`src/rtl/gpio_cmd_ctrl.sv`:
```
// Decodes toggle-handshake GPIO command words into kernel loads, pixel writes, conv start and result reads.
// Ack appears three cycles after a request for simple ops; requests arriving while busy are dropped and flagged in the sticky error bit.
module gpio_cmd_ctrl #(
  parameter int GPIO_D     = 32,
  parameter int BIT_LEN    = 8,
  parameter int M_LEN      = 3,
  parameter int NB_ADDRESS = 10,
  parameter int RAM_WIDTH  = 13,
  parameter int RD_LAT     = 2,
  parameter int TIMEOUT    = 2**20
) (
  input  logic                             CLK100MHZ,
  input  logic                             ck_rst,
  input  logic [GPIO_D-1:0]                i_gpio_cmd,
  output logic [GPIO_D-1:0]                o_gpio_rsp,
  output logic [M_LEN*M_LEN*BIT_LEN-1:0]   o_kernel,
  output logic                             o_ram_we,
  output logic [NB_ADDRESS-1:0]            o_ram_addr,
  output logic [BIT_LEN-1:0]               o_ram_data,
  output logic                             o_start,
  input  logic                             i_done,
  output logic [NB_ADDRESS-1:0]            o_rd_addr,
  input  logic [RAM_WIDTH-1:0]             i_rd_data,
  output logic                             o_busy
);

  localparam int NCOEF = M_LEN * M_LEN;
  localparam int KW    = NCOEF * BIT_LEN;
  localparam int CMAX  = (TIMEOUT > RD_LAT) ? TIMEOUT : RD_LAT;
  localparam int CW    = $clog2(CMAX + 1);

  localparam logic [2:0] OP_NOP    = 3'd0;
  localparam logic [2:0] OP_KERNEL = 3'd1;
  localparam logic [2:0] OP_PIXEL  = 3'd2;
  localparam logic [2:0] OP_START  = 3'd3;
  localparam logic [2:0] OP_READ   = 3'd4;
  localparam logic [2:0] OP_STATUS = 3'd5;

  typedef enum logic [2:0] {
    S_IDLE,
    S_EXEC,
    S_WAIT_DONE,
    S_RD_WAIT,
    S_ACK
  } state_t;

  state_t                 state_q, state_d;
  logic                   req_last_q, req_last_d;
  logic [2:0]             op_q, op_d;
  logic                   tog_q, tog_d;
  logic [3:0]             idx_q, idx_d;
  logic [NB_ADDRESS-1:0]  addr_q, addr_d;
  logic [BIT_LEN-1:0]     data_q, data_d;
  logic                   busy_acc_q, busy_acc_d;
  logic [CW-1:0]          cnt_q, cnt_d;
  logic                   err_q, err_d;
  logic                   ack_q, ack_d;
  logic                   busy_q, busy_d;
  logic [RAM_WIDTH-1:0]   rsp_data_q, rsp_data_d;
  logic [KW-1:0]          kernel_q, kernel_d;
  logic                   ram_we_q, ram_we_d;
  logic [NB_ADDRESS-1:0]  ram_addr_q, ram_addr_d;
  logic [BIT_LEN-1:0]     ram_data_q, ram_data_d;
  logic                   start_q, start_d;
  logic [NB_ADDRESS-1:0]  rd_addr_q, rd_addr_d;

  logic req_edge;
  logic err_set;
  logic err_clr;
  logic unused_cmd;

  assign unused_cmd = ^i_gpio_cmd[23:NB_ADDRESS+8];
  assign req_edge   = i_gpio_cmd[28] ^ req_last_q;

  always_comb begin
    state_d    = state_q;
    req_last_d = req_last_q;
    op_d       = op_q;
    tog_d      = tog_q;
    idx_d      = idx_q;
    addr_d     = addr_q;
    data_d     = data_q;
    busy_acc_d = busy_acc_q;
    cnt_d      = cnt_q;
    ack_d      = ack_q;
    busy_d     = (state_q != S_IDLE);
    rsp_data_d = rsp_data_q;
    kernel_d   = kernel_q;
    ram_we_d   = 1'b0;
    ram_addr_d = ram_addr_q;
    ram_data_d = ram_data_q;
    start_d    = 1'b0;
    rd_addr_d  = rd_addr_q;
    err_set    = 1'b0;
    err_clr    = 1'b0;

    case (state_q)
      S_EXEC: begin
        cnt_d   = '0;
        state_d = S_ACK;
        case (op_q)
          OP_NOP: ;
          OP_KERNEL: begin
            if (int'(idx_q) < NCOEF) kernel_d[int'(idx_q)*BIT_LEN +: BIT_LEN] = data_q;
            else                     err_set = 1'b1;
          end
          OP_PIXEL: begin
            ram_we_d   = 1'b1;
            ram_addr_d = addr_q;
            ram_data_d = data_q;
          end
          OP_START: begin
            start_d = 1'b1;
            state_d = S_WAIT_DONE;
          end
          OP_READ: begin
            rd_addr_d = addr_q;
            state_d   = S_RD_WAIT;
          end
          OP_STATUS: begin
            rsp_data_d = RAM_WIDTH'({err_q, busy_acc_q});
            err_clr    = 1'b1;
          end
          default: err_set = 1'b1;
        endcase
      end
      S_WAIT_DONE: begin
        // A done level still asserted from a previous run is ignored while start is out.
        if (i_done && !start_q) begin
          state_d = S_ACK;
        end else if (cnt_q == CW'(TIMEOUT - 1)) begin
          err_set = 1'b1;
          state_d = S_ACK;
        end else begin
          cnt_d = cnt_q + CW'(1);
        end
      end
      S_RD_WAIT: begin
        if (cnt_q == CW'(RD_LAT - 1)) begin
          rsp_data_d = i_rd_data;
          state_d    = S_ACK;
        end else begin
          cnt_d = cnt_q + CW'(1);
        end
      end
      S_ACK: begin
        ack_d   = tog_q;
        state_d = S_IDLE;
      end
      default: ;
    endcase

    if (req_edge) begin
      req_last_d = i_gpio_cmd[28];
      if (state_q == S_IDLE) begin
        op_d       = i_gpio_cmd[31:29];
        tog_d      = i_gpio_cmd[28];
        idx_d      = i_gpio_cmd[27:24];
        addr_d     = i_gpio_cmd[NB_ADDRESS+7:8];
        data_d     = i_gpio_cmd[BIT_LEN-1:0];
        busy_acc_d = busy_q;
        state_d    = S_EXEC;
      end else begin
        err_set = 1'b1;
      end
    end

    // A fresh error in the STATUS cycle must survive the read-clear.
    err_d = (err_clr ? 1'b0 : err_q) | err_set;
  end

  always_ff @(posedge CLK100MHZ) begin
    if (!ck_rst) begin
      state_q    <= S_IDLE;
      req_last_q <= i_gpio_cmd[28];
      op_q       <= '0;
      tog_q      <= 1'b0;
      idx_q      <= '0;
      addr_q     <= '0;
      data_q     <= '0;
      busy_acc_q <= 1'b0;
      cnt_q      <= '0;
      err_q      <= 1'b0;
      ack_q      <= i_gpio_cmd[28];
      busy_q     <= 1'b0;
      rsp_data_q <= '0;
      kernel_q   <= '0;
      ram_we_q   <= 1'b0;
      ram_addr_q <= '0;
      ram_data_q <= '0;
      start_q    <= 1'b0;
      rd_addr_q  <= '0;
    end else begin
      state_q    <= state_d;
      req_last_q <= req_last_d;
      op_q       <= op_d;
      tog_q      <= tog_d;
      idx_q      <= idx_d;
      addr_q     <= addr_d;
      data_q     <= data_d;
      busy_acc_q <= busy_acc_d;
      cnt_q      <= cnt_d;
      err_q      <= err_d;
      ack_q      <= ack_d;
      busy_q     <= busy_d;
      rsp_data_q <= rsp_data_d;
      kernel_q   <= kernel_d;
      ram_we_q   <= ram_we_d;
      ram_addr_q <= ram_addr_d;
      ram_data_q <= ram_data_d;
      start_q    <= start_d;
      rd_addr_q  <= rd_addr_d;
    end
  end

  assign o_gpio_rsp = {ack_q, busy_q, err_q, {(GPIO_D-3-RAM_WIDTH){1'b0}}, rsp_data_q};
  assign o_kernel   = kernel_q;
  assign o_ram_we   = ram_we_q;
  assign o_ram_addr = ram_addr_q;
  assign o_ram_data = ram_data_q;
  assign o_start    = start_q;
  assign o_rd_addr  = rd_addr_q;
  assign o_busy     = (state_q != S_IDLE);

endmodule

```
`config.mk`:
```
export PLATFORM = sky130hd
export DESIGN_NAME = gpio_cmd_ctrl
export DESIGN_NICKNAME = d
export VERILOG_FILES = /design/src/rtl/gpio_cmd_ctrl.sv
export SDC_FILE = /design/constraint.sdc
export NUM_CORES = 1
export LEC_CHECK = 0
export ABC_CLOCK_PERIOD_IN_PS = 4700
export BUFFER_PORTS_ARGS = -buffer_cell sky130_fd_sc_hd__buf_2
export CAP_MARGIN = 25
export CORE_MARGIN = 1
export CORE_UTILIZATION = 50
export DETAILED_ROUTE_END_ITERATION = 10
export PLACE_DENSITY = 0.83
export REMOVE_ABC_BUFFERS = 1
export SLEW_MARGIN = 10
export SYNTH_ARGS = -nofsm -noshare
export SYNTH_HDL_FRONTEND = slang
export SYNTH_SLANG_ARGS = --single-unit
```
`constraint.sdc`:
```
create_clock -name CLK100MHZ -period 4.7 [get_ports CLK100MHZ]
set_clock_uncertainty 0.05 [all_clocks]
set_input_delay 0 -clock CLK100MHZ [delete_from_list [all_inputs] [get_ports CLK100MHZ]]
set_output_delay 0 -clock CLK100MHZ [all_outputs]
set_load 0.03 [all_outputs]
```
==> qor.yml <==
totalWireLength_um: 19000
nNetsFinal: 1076
power.density_nw_per_um2: 359
rsz0062_at_grt: "false"
hold_violations: 0
cts_made_buffers: 17
synth_warnings: 0
synthTopCellsByArea: "dfxtp_1, nand2_1, mux2i_1"
cts-root-buf: "clkbuf_16"
irDropWorstVdd_uv: 253
grt_pass1_wl_um: 30500
fp.dieArea_um2: 15600
synth_largest_area_cell: "dfxtp_1"
synthCells: 871
synth_cell_types: 58
met3_usage: 0.0484
finalSetupTns_ps: 0
r2r-end: "cnt_q[7]"
ys_async_sr_fraction: 0
ant_nets: 0
place_hpwl_um: 12100
die_x_um: 125
required_ps: 4960
cts.path.max_buffers: 2
vias_per_cell: 5.57
r2r-start: "state_q[0]"
cts_setup_buffers: 0
antenna_found_initial: 1
path_class: "reg -> reg"
synthToLayoutAreaGrowth_pct: 19.6
status: "finished, violations left"
met2_usage: 0.407
clock-sinks: 170
rows: 44
hold_path.class: "in -> reg"
seqCellArea_um2: 3420
setup_viol: 0
multiInputGateArea_um2: 3520
drv_slew: 0
start_kind: "register"
synth_top_family_by_area: "simple AND/OR/NAND/NOR gates"
first_global_vias: 6148
period_share: 0.624
worstSkewPairLatency_ps: 420
tightest_slew_ps: 983
remaining_drc_errors: 28
gp_routability_congestion: 0.879
synth_top_area_frac: 0.445
dp.cells: 1149
synth-simple-area-share: 0.257
muxShareOfSynthArea: 0.0783
power_mw: 3.25
maxCapViolCount: 0
wire_per_inst_um: 15.6
reg2reg_depth: 6
core_region_area_um2: 14600
synth_edf_count: 2
overflow: 0
period_minus_slack_ps: 2930
initialDrtViolationCount: 570
initial_core_util: 0.516
die_h_um: 125
synthXorXnorAreaFrac: 0.00232
final_util: 0.617
gr-usage-met1: 0.306
cts_resized: 0
synth.avg_cell_area_um2: 8.68
whs_path_depth: 3
violations: "design-rule violations"
final.fill_count: 1249
cp.arrival_ps: 3200
fmax_mhz: 341
cts_tree: "done"
synth-compound-area-share: 0.112
synth_area_um2: 7560
grt-busiest-layer: "met2"
firstDrtPassIters: 8
clk_pin_slew_ps: 70
drive_above_1_share: 0.212
stdcell_count: 1221
portBuffers: 160
ios: 183
grt_max_degree: 65
ys_ff_latch: 170
critPathMaxFanout: 24
yosys.area_share.adder: 0.00662
synthFlopType: "dfxtp_1"
p_leak_nw: 4.00
hold_end: "o_kernel[29]"
grt_usage: 0.242
rrSetupSlack_ps: 1770
relSlewSlack: 0.342
synth_seq_area_share: 0.453
h-tree-depth: 4
critPathCaptureType: "register"
vias: 6807
hp-start: "ck_rst"
-- flip-flops by register name, summed over array words and instances (netlist names), 3 cells and up --
signal and count:
state_q 3, idx_q 4, addr_q 10, cnt_q 21, rsp_data_q 13, o_ram_data 8, o_ram_addr 10, data_q 8
op_q 3, o_rd_addr 10, o_kernel 72
-- where the power goes --
| group | internal, mW | switching (mW) | total, mW |
|---|---|---|---|
| clock | 0.756 | 0.608 | 1.36 |
| combinational | 0.119 | 0.234 | 0.353 |
| sequential | 1.48 | 0.0520 | 1.53 |
| total | 2.35 | 0.894 | 3.25 |
-- cell type report --
| class | instances | area share |
|---|---|---|
| repair buffers | 206 | 0.139 |
| well taps | 184 | 0.0255 |
| flip-flops and latches | 170 | 0.379 |
| multi-input cells | 620 | 0.390 |
| clock inverters | 13 | 0.0147 |
| diodes | 1 | 0.000277 |
| clock buffers | 18 | 0.0486 |
| inverters | 9 | 0.00374 |
-- timing repair --
item / 4_1_cts / 5_1_grt
hold buffers: 40 / 0
endpoints found under the hold margin: 43 / 0
setup endpoints to repair: 0 / 0
-- synth_stat cells, drive strengths merged (2+ instances only) --
cell type	count
mux2i	58
nor4b	3
nor4	11
inv	9
a21oi	85
or3	15
a221oi	2
o21ai	29
nand4	22
clkbuf	48
and2	5
nor3	8
nand2	199
buf	39
ha	4
or4	12
xnor2	2
o31ai	7
o211ai	13
nand3	55
nor3b	3
dfxtp	168
nor2b	6
edfxtp	2
a31oi	5
nand2b	4
and3	6
and4	4
or2	4
nor2	28
-- worst max-delay path by stage --
stage / start / end / slack (ps) / cells past startpoint
after floorplan: cnt_q[0] / cnt_q[11] / 1290 / 6
after global placement: state_q[0] / cnt_q[7] / 1900 / 6
after detailed placement: state_q[0] / cnt_q[7] / 1870 / 6
after CTS: state_q[0] / cnt_q[7] / 1810 / 6
after global routing: state_q[0] / cnt_q[7] / 1490 / 6
final: state_q[0] / cnt_q[7] / 1770 / 6
-- critical path, cell delays in order (launching register included) --
cell and delay (ps):
dfxtp_1 560, and3b_1 700, nand3_1 260, o32ai_2 550, buf_4 370, nor2_1 70, a311oi_1 250
-- metal layers --
| metal | vias up | wire [um] |
|---|---|---|
| met5 | - | 0 |
| met4 | 0 | 463 |
| met3 | 38 | 1190 |
| met2 | 265 | 9240 |
| met1 | 3203 | 8140 |
| li1 | 3301 | - |
-- placed cells by master (no fill, tap or decap), types with 5 or more instances in the layout --
cell type / instances
buf_4: 6
dlygate4sd3_1: 40
dfxtp_1: 168
conb_1: 16
and3_1: 6
inv_6: 6
inv_1: 8
or3_1: 14
nand3_1: 51
nand4_1: 22
o31ai_1: 7
nor2_1: 27
o21ai_0: 29
nor2b_1: 6
o211ai_1: 13
or4_1: 12
a21oi_1: 85
clkbuf_16: 17
mux2i_1: 58
nand2_1: 197
nor3_1: 8
a31oi_1: 5
nor4_1: 9
buf_2: 159
-- stage by stage --
step	area [um2]	hold WS (ps)	setup WS, ps
2_1_floorplan	6970	48.9	1290
5_1_grt	9040	93.9	1490
3_3_place_gp	8050	186	1900
4_1_cts	9040	46.6	1810
6_report	9040	72.5	1770
3_5_place_dp	8070	190	1870
-- cell families (layout without fill, tap and decap cells) --
| kind of cell | Yosys count | after routing |
|---|---|---|
| other cells | 1 | 17 |
| fa+ha+maj | 4 | 4 |
| compound gates | 149 | 149 |
| flops | 170 | 170 |
| xor+xnor | 2 | 2 |
| mux | 59 | 59 |
| buf+inv | 96 | 246 |
| simple gates | 390 | 390 |
No activity file was read; power rests on OpenSTA's default activity.
